<file path="config.mk">
export PLATFORM = sky130hd
export DESIGN_NAME = servo_frame_scheduler
export DESIGN_NICKNAME = d
export VERILOG_FILES = /design/src/rtl/servo_frame_scheduler_pkg.sv /design/src/rtl/servo_frame_scheduler_slew_step.sv /design/src/rtl/servo_frame_scheduler.sv
export SDC_FILE = /design/constraint.sdc
export NUM_CORES = 1
export LEC_CHECK = 0
export ABC_CLOCK_PERIOD_IN_PS = 11900
export BUFFER_PORTS_ARGS = -buffer_cell sky130_fd_sc_hd__buf_2
export CORE_AREA = 2 2 267 137
export DETAILED_ROUTE_END_ITERATION = 10
export DIE_AREA = 0 0 269 139
export PLACE_DENSITY = 0.85
export SLEW_MARGIN = 20
export SYNTH_ARGS = -nofsm -noshare
export SYNTH_HDL_FRONTEND = slang
export SYNTH_SLANG_ARGS = --single-unit
export TNS_END_PERCENT = 100
</file>
<file path="constraint.sdc">
create_clock -name CLK -period 11.9 [get_ports CLK]
set_clock_uncertainty 0.05 [all_clocks]
set_input_delay 2.38 -clock CLK [delete_from_list [all_inputs] [get_ports CLK]]
set_output_delay 2.38 -clock CLK [all_outputs]
set_load 0.005 [all_outputs]
</file>
<file path="src/rtl/servo_frame_scheduler_pkg.sv">
// Shared definitions for the servo frame scheduler: FSM encodings, frame length,
// neutral setpoint and the elaboration-time edge-placement check.
package servo_sched_pkg;

    typedef logic [1:0] sched_state_t;

    localparam sched_state_t ST_IDLE    = 2'd0;
    localparam sched_state_t ST_STAGGER = 2'd1;
    localparam sched_state_t ST_RUN     = 2'd2;
    localparam sched_state_t ST_DRAIN   = 2'd3;

    localparam int FRAME_US     = 20000;
    localparam int INIT_HALF_US = 500;

    function automatic int frame_cycles(input int freq_mhz);
        return FRAME_US * freq_mhz;
    endfunction

    function automatic int neutral_value(input int max_in);
        return max_in / 2;
    endfunction

    // Every lane update must land inside the generators' 0.5 ms init phase.
    function automatic bit glitch_free_ok(input int num_ch, input int stagger_cyc,
                                          input int freq_mhz);
        return (num_ch * stagger_cyc + num_ch) < (INIT_HALF_US * freq_mhz);
    endfunction

endpackage

</file>
<file path="src/rtl/servo_frame_scheduler_slew_step.sv">
// One slew step: moves an active setpoint toward its target by at most SLEW
// (SLEW = 0 jumps straight to target). Shared by the sequential update sweep.
module servo_slew_step #(
    parameter int W    = 8,
    parameter int SLEW = 4
) (
    input  logic [W-1:0] active_i,
    input  logic [W-1:0] target_i,
    output logic [W-1:0] next_o
);

    localparam logic [W-1:0] STEP = W'(SLEW);

    logic [W-1:0] diff;

    always_comb begin
        next_o = target_i;
        diff   = '0;
        if (SLEW != 0) begin
            if (target_i >= active_i) begin
                diff = target_i - active_i;
                if (diff > STEP) begin
                    next_o = active_i + STEP;
                end
            end else begin
                diff = active_i - target_i;
                if (diff > STEP) begin
                    next_o = active_i - STEP;
                end
            end
        end
    end

endmodule

</file>
<file path="src/rtl/servo_frame_scheduler.sv">
// Frame scheduler for a bank of servo PWM generators: owns the shadow/target/active
// setpoint tables, commits on frame ticks, slew-limits and staggers the enables.
module servo_frame_scheduler
    import servo_sched_pkg::*;
#(
    parameter int C_NUM_CH      = 18,
    parameter int C_PWM_SIZE    = 8,
    parameter int C_PWM_FREQ    = 100,
    parameter int C_PWM_MAX_IN  = 200,
    parameter int C_STAGGER_CYC = 1000,
    parameter int C_SLEW        = 4
) (
    input  logic                           CLK,
    input  logic                           nRST,
    input  logic                           GLOBAL_EN,
    input  logic                           WR_VALID,
    output logic                           WR_READY,
    input  logic [$clog2(C_NUM_CH)-1:0]    WR_CH,
    input  logic [C_PWM_SIZE-1:0]          WR_DATA,
    input  logic                           COMMIT,
    output logic                           WR_ERR,
    output logic [C_NUM_CH-1:0]            EN_OUT,
    output logic [C_NUM_CH*C_PWM_SIZE-1:0] PWM_BUS,
    output logic                           FRAME_TICK,
    output logic                           PENDING,
    output logic [1:0]                     DBG_STATE
);

    localparam int C_FRAME = frame_cycles(C_PWM_FREQ);
    localparam int CNT_W   = $clog2(C_FRAME);
    localparam int CH_W    = $clog2(C_NUM_CH);
    localparam int W       = C_PWM_SIZE;

    localparam logic [W-1:0]     NEUTRAL    = W'(neutral_value(C_PWM_MAX_IN));
    localparam logic [W-1:0]     MAX_IN     = W'(C_PWM_MAX_IN);
    localparam logic [CNT_W-1:0] FRAME_LAST = CNT_W'(C_FRAME - 1);
    localparam logic [CH_W-1:0]  LAST_CH    = CH_W'(C_NUM_CH - 1);

    if (!glitch_free_ok(C_NUM_CH, C_STAGGER_CYC, C_PWM_FREQ)) begin : g_glitch_check
        $error("servo_frame_scheduler: stagger plus sweep does not fit in the init phase");
    end

    sched_state_t         state_q, state_d;
    logic [CNT_W-1:0]     cnt_q, cnt_d, cnt_next;
    logic [CNT_W-1:0]     drain_q, drain_d;
    logic [C_NUM_CH-1:0]  en_q, en_d;
    logic                 pending_q, pending_d;
    logic                 wr_err_q, wr_err_d;
    logic                 swp_busy_q, swp_busy_d;
    logic [CH_W-1:0]      swp_idx_q, swp_idx_d;

    logic [W-1:0] shadow_q [0:C_NUM_CH-1];
    logic [W-1:0] shadow_d [0:C_NUM_CH-1];
    logic [W-1:0] target_q [0:C_NUM_CH-1];
    logic [W-1:0] target_d [0:C_NUM_CH-1];
    logic [W-1:0] active_q [0:C_NUM_CH-1];
    logic [W-1:0] active_d [0:C_NUM_CH-1];

    logic         frame_tick;
    logic         wr_ready;
    logic         wr_fire;
    logic [W-1:0] wr_data_sat;
    logic [W-1:0] slew_next;

    // Write handshake: a write is taken in any cycle where WR_VALID and WR_READY are both
    // high; WR_READY is combinational from state only and never looks at WR_VALID.
    assign frame_tick  = (state_q != ST_IDLE) && (cnt_q == '0);
    assign wr_ready    = !(frame_tick || swp_busy_q);
    assign wr_fire     = WR_VALID && wr_ready;
    assign wr_data_sat = (WR_DATA > MAX_IN) ? MAX_IN : WR_DATA;
    assign cnt_next    = (cnt_q == FRAME_LAST) ? '0 : cnt_q + CNT_W'(1);

    servo_slew_step #(
        .W    (W),
        .SLEW (C_SLEW)
    ) u_slew (
        .active_i (active_q[swp_idx_q]),
        .target_i (target_q[swp_idx_q]),
        .next_o   (slew_next)
    );

    // Run-state FSM, frame counter and enable stagger.
    always_comb begin
        state_d = state_q;
        cnt_d   = cnt_q;
        drain_d = drain_q;
        en_d    = en_q;
        case (state_q)
            ST_IDLE: begin
                cnt_d   = '0;
                drain_d = '0;
                en_d    = '0;
                if (GLOBAL_EN) begin
                    state_d = ST_STAGGER;
                    en_d[0] = 1'b1;
                end
            end
            ST_STAGGER: begin
                cnt_d = cnt_next;
                if (!GLOBAL_EN) begin
                    state_d = ST_DRAIN;
                    en_d    = '0;
                    drain_d = '0;
                end else begin
                    for (int i = 1; i < C_NUM_CH; i++) begin
                        if (cnt_next == CNT_W'(i * C_STAGGER_CYC)) begin
                            en_d[i] = 1'b1;
                        end
                    end
                    if (&en_q) begin
                        state_d = ST_RUN;
                    end
                end
            end
            ST_RUN: begin
                cnt_d = cnt_next;
                en_d  = '1;
                if (!GLOBAL_EN) begin
                    state_d = ST_DRAIN;
                    en_d    = '0;
                    drain_d = '0;
                end
            end
            ST_DRAIN: begin
                cnt_d = cnt_next;
                en_d  = '0;
                if (drain_q == FRAME_LAST) begin
                    state_d = ST_IDLE;
                    cnt_d   = '0;
                    drain_d = '0;
                end else begin
                    drain_d = drain_q + CNT_W'(1);
                end
            end
            default: begin
                state_d = ST_IDLE;
                cnt_d   = '0;
                drain_d = '0;
                en_d    = '0;
            end
        endcase
    end

    // Tables, commit and the one-channel-per-cycle update sweep.
    always_comb begin
        shadow_d   = shadow_q;
        target_d   = target_q;
        active_d   = active_q;
        pending_d  = COMMIT || (pending_q && !frame_tick);
        wr_err_d   = wr_fire && (int'(WR_CH) >= C_NUM_CH);
        swp_busy_d = swp_busy_q;
        swp_idx_d  = swp_idx_q;

        for (int i = 0; i < C_NUM_CH; i++) begin
            if (wr_fire && (WR_CH == CH_W'(i))) begin
                shadow_d[i] = wr_data_sat;
            end
        end

        if (frame_tick && pending_q) begin
            target_d = shadow_q;
        end

        // Channel i is stepped in cycle tick+1+i, so the sweep reads the fresh target.
        if (frame_tick) begin
            swp_busy_d = 1'b1;
            swp_idx_d  = '0;
        end else if (swp_busy_q) begin
            active_d[swp_idx_q] = slew_next;
            if (swp_idx_q == LAST_CH) begin
                swp_busy_d = 1'b0;
                swp_idx_d  = '0;
            end else begin
                swp_idx_d = swp_idx_q + CH_W'(1);
            end
        end
    end

    always_ff @(posedge CLK) begin
        if (nRST) begin
            state_q    <= ST_IDLE;
            cnt_q      <= '0;
            drain_q    <= '0;
            en_q       <= '0;
            pending_q  <= 1'b0;
            wr_err_q   <= 1'b0;
            swp_busy_q <= 1'b0;
            swp_idx_q  <= '0;
            for (int i = 0; i < C_NUM_CH; i++) begin
                shadow_q[i] <= NEUTRAL;
                target_q[i] <= NEUTRAL;
                active_q[i] <= NEUTRAL;
            end
        end else begin
            state_q    <= state_d;
            cnt_q      <= cnt_d;
            drain_q    <= drain_d;
            en_q       <= en_d;
            pending_q  <= pending_d;
            wr_err_q   <= wr_err_d;
            swp_busy_q <= swp_busy_d;
            swp_idx_q  <= swp_idx_d;
            shadow_q   <= shadow_d;
            target_q   <= target_d;
            active_q   <= active_d;
        end
    end

    always_comb begin
        PWM_BUS = '0;
        for (int i = 0; i < C_NUM_CH; i++) begin
            PWM_BUS[i*W +: W] = active_q[i];
        end
    end

    assign WR_READY   = wr_ready;
    assign WR_ERR     = wr_err_q;
    assign EN_OUT     = en_q;
    assign FRAME_TICK = frame_tick;
    assign PENDING    = pending_q;
    assign DBG_STATE  = state_q;

endmodule

</file>
==> results.txt <==
* Clock tree from TritonCTS: built
* Final critical path time including I/O delays and setup: a little over 7000 ps
- The critical path starts at swp_idx_q[0].
- The routed layout has around 22,000 vias.
- Y dimension of the die: around 140 µm
- Buffers placed on the I/O ports in this run total between 150 and 200.
* Met2 track utilization from global routing: between 50% and 60%
- Vias per Instance: about 6.7
* Level count of the clock H-tree: 2
* Met3 layer usage reported by global route: a little over a fifth
- The largest total area in the synthesized netlist belongs to sky130_fd_sc_hd__dfxtp_1.
* Leading post-synthesis cells by cell area: sky130_fd_sc_hd__dfxtp_1 45%, sky130_fd_sc_hd__nand2_1 9.7%, sky130_fd_sc_hd__mux4_2 6.0%, sky130_fd_sc_hd__a21oi_1 5.1%, sky130_fd_sc_hd__nand3_1 4.0%
* Placed wire-length estimate after detailed placement: 57,800 µm
* Number of hold buffers added after cts: 0
- In the routed design, unresolved DRC markers number 0.
- Clock network latency to the later pin of the worst-skew pair: 590 ps
- Number of enable flip-flop cells after synthesis: 0
- The multi-input combinational cells in the finished layout cover a total of 0.0117 mm².
* DRC violation total after the first TritonRoute iteration: around 3,800
- Measured in cells, the most critical reg-to-reg path has a length of 15.
- Synthesized net count: about 2,700
* Achievable frequency: between 0.1 and 0.15 GHz
* Relative max-transition margin: between 10% and 20%
- Fraction of layout instances using a drive strength above 1: 15.4%
* Critical path start-end classification: reg -> reg
- Number of max-capacitance violations reported: 0
- The synthesized design devotes to its leading area cell type between 40% and 50% of total area.
- Tightest hold margin: about 400 ps
* Largest vdd supply drop: 0.542 mV
- Final Worst Setup Slack: 4780 ps
* Worst Path Max Fanout: 30
- Summed instance area of the synthesized netlist: around 0.023 mm²
* Clk sink count: roughly 500
* Predominant post-synthesis flop cell: sky130_fd_sc_hd__dfxtp_1
- Of all flip-flops after synthesis, the portion carrying an async set or reset was 0%.
* Storage element area: a little over 0.01 mm²
- Once layout is complete, the utilization of the core stands at between 70% and 80%.
* Source of the worst register-to-register timing path: swp_idx_q[0]
* Startpoint type of the worst setup path: flop
* TritonCTS buffer count: 43
* Clock Tree Root: sky130_fd_sc_hd__clkbuf_16
* RSZ-0062 raised after global routing: false
- The core region is 0.0353 mm².
- Number of optimization iterations in the first detailed-route pass: 6
* Total power after layout: between 5 and 6 mW
- During synthesis, Yosys emitted a total of 0 warnings.
* Class of the worst hold path: reg -> reg
- The netlist uses 89 different library cells.
- In this run the count of I/O pins placed on the die edge is ~190.
- Total count of max-transition violations in the final report: 0
- WP data arrival: about 7500 ps
* Setup crit end kind: flop
- Outcome: completed
- Die Area: approximately 0.037 mm²
* GRT busiest layer: met1
- Before CTS, the worst setup slack after placement is 5040 ps.
* Synthesized netlist cell count: around 2,600
- From left edge to right edge, the die measures around 270 µm.
- Count of filler cells inserted in the layout: roughly 2,700
* Setup total negative slack: 0 ps
- Share of synthesized area occupied by flip-flops and latches: about 45%
- Pin count of the biggest net entering global routing: 122
- Setup violations remaining at the end of the flow were counted as 0.
- In this run the remaining antenna-violating nets after routing total 0.
* Total grt overflow: 0
- A synthesized cell averages ~8.6 µm².
- Of the available clock period, the critical path in the final layout requires between 50% and 60%.
* First-pass GRT wire length: ~120,000 µm
- Initial Util: ~64%
- Count of cells resized by post-cts repair: 0
- The number of global-route vias before repair was 19,500.
* Row cnt: just under 50
- Average wire per cell in the routed design: ~25 µm
* Clock-pin slew of the registers on the worst-case setup and hold paths: 70 ps
- Final-stage net count: 2,758
* Final wirelength: roughly 81,000 µm
* Flops & latches, synth: around 500
- At the end of routability-driven placement, the weighted congestion stood at 1.08.
- For this run, global-route usage on met1 was measured as around 65%.
- The critical path ends at PWM_BUS[109].
- Number of setup buffers added after CTS: 0
- Number of antenna violations at the first check in global routing: 3
- The analysis attributes to cell leakage a power of around 9.3 nW.
- Worst Tran Pin Value: 1250 ps
- The area growth from synthesis to layout is 10.9%.
* Data required time of the worst path: 12,250 ps
- Aggregate global-route resource usage: around 43%
- Reg-to-Reg End: PWM_BUS[109]
- In this run the power density over the cells is 220 mW/mm².
- The number of hold-slack violations in the final timing report came to 0.
* Max Buffers Root-to-Sink: 3
- Worst-case register-to-register setup slack: 4780 ps
critical path, cell delays in order (launching register included):
cell and delay [ps]:
sky130_fd_sc_hd__dfxtp_4 630, sky130_fd_sc_hd__buf_4 540, sky130_fd_sc_hd__buf_4 600, sky130_fd_sc_hd__mux4_2 600, sky130_fd_sc_hd__a22oi_1 350, sky130_fd_sc_hd__o211ai_1 380, sky130_fd_sc_hd__inv_1 260, sky130_fd_sc_hd__ha_1 350
sky130_fd_sc_hd__o211a_1 200, sky130_fd_sc_hd__o31a_1 300, sky130_fd_sc_hd__o32ai_1 150, sky130_fd_sc_hd__a221o_1 340, sky130_fd_sc_hd__o31ai_2 610, sky130_fd_sc_hd__o221ai_1 260, sky130_fd_sc_hd__a22oi_2 980, sky130_fd_sc_hd__a31oi_1 220
routing by layer:
metal  vias up  wire length [µm]  share of wire [%]
met1     10400             34500                 43
met2      1550             29700                 37
met4         0              2080                2.6
met3       195             14700                 18
li1       9415                 -                  -
met5         -                 0                  0
cells in the mapped netlist (all sizes together), types with 25 or more instances:
cell    count
a211oi     31
a21oi     232
a31oi      44
and3       25
buf        44
clkbuf    143
dfxtp     502
ha         29
inv        31
mux2i      68
mux4       60
nand2     582
nand3     180
nor2      217
nor3       66
o211ai     46
o21ai      51
power by group:
group | internal (mW) | switching, mW | total, mW
Sequential | 1.76 | 0.0869 | 1.85
Clock | 0.780 | 0.675 | 1.46
Combinational | 0.484 | 1.71 | 2.19
placed cells by master (no fill, tap or decap), types with 11 or more instances in the layout:
cell type	count
sky130_fd_sc_hd__a211oi_1	31
sky130_fd_sc_hd__a21oi_1	231
sky130_fd_sc_hd__a22oi_1	12
sky130_fd_sc_hd__a31oi_1	44
sky130_fd_sc_hd__and3_1	25
sky130_fd_sc_hd__buf_2	184
sky130_fd_sc_hd__buf_4	27
sky130_fd_sc_hd__clkbuf_16	43
sky130_fd_sc_hd__dfxtp_1	500
sky130_fd_sc_hd__ha_1	29
sky130_fd_sc_hd__inv_1	28
sky130_fd_sc_hd__mux2_2	17
sky130_fd_sc_hd__mux2i_1	68
sky130_fd_sc_hd__mux4_2	60
sky130_fd_sc_hd__nand2_1	580
sky130_fd_sc_hd__nand2b_1	14
sky130_fd_sc_hd__nand3_1	179
sky130_fd_sc_hd__nand4_1	24
sky130_fd_sc_hd__nor2_1	212
sky130_fd_sc_hd__nor2b_1	11
sky130_fd_sc_hd__nor3_1	64
sky130_fd_sc_hd__nor4_1	14
sky130_fd_sc_hd__o211ai_1	46
sky130_fd_sc_hd__o21ai_0	42
sky130_fd_sc_hd__xnor2_1	22
sky130_fd_sc_hd__xor2_1	22
cell type report:
cell class / instances / share of cell area [%]
Multi-Input combinational cell: 1917 / 46.6
Sequential cell: 502 / 40.2
Clock buffer: 56 / 4.73
Timing Repair Buffer: 213 / 4.59
Tap cell: 484 / 2.42
Clock inverter: 23 / 0.940
Inverter: 33 / 0.505
Antenna cell: 4 / 0.0400
state kept, by name, indices dropped and copies added (netlist names), 2 cells and up:
signal and count:
PWM_BUS 144, shadow_q 144, target_q 144, cnt_q 21
drain_q 21, EN_OUT 18, swp_idx_q 5, DBG_STATE 2
logic make-up (layout without fill, tap and decap cells):
family,count (synthesis),after routing,synth area share [%]
AND/OR/NAND/NOR,1194,1194,23.4
AO/OA/AOI/OAI,503,503,14.7
flip-flops,502,502,44.5
buffers and inverters,220,325,4.09
multiplexers,146,146,9.90
XOR/XNOR,44,44,1.71
adder cells (fa/ha/maj),30,30,1.70
other,0,4,0
per-stage QoR:
step	area (µm²)	std cells
6_report	25000	3232
5_1_grt	25000	3231
4_1_cts	25000	3228
3_5_place_dp	23600	3149
3_3_place_gp	23600	3149
2_1_floorplan	22600	2639
worst min-delay path by stage:
stage                        from             to  cells after the start  slack (ps)
finish              shadow_q[129]  target_q[129]                      2         400
floorplan            shadow_q[12]   target_q[12]                      2         380
global placement     shadow_q[95]   target_q[95]                      2         390
detailed placement   shadow_q[24]   target_q[24]                      2         390
global route         shadow_q[89]   target_q[89]                      2         420
CTS                  shadow_q[99]   target_q[99]                      2         400
Power figures use the tool's default switching activity.
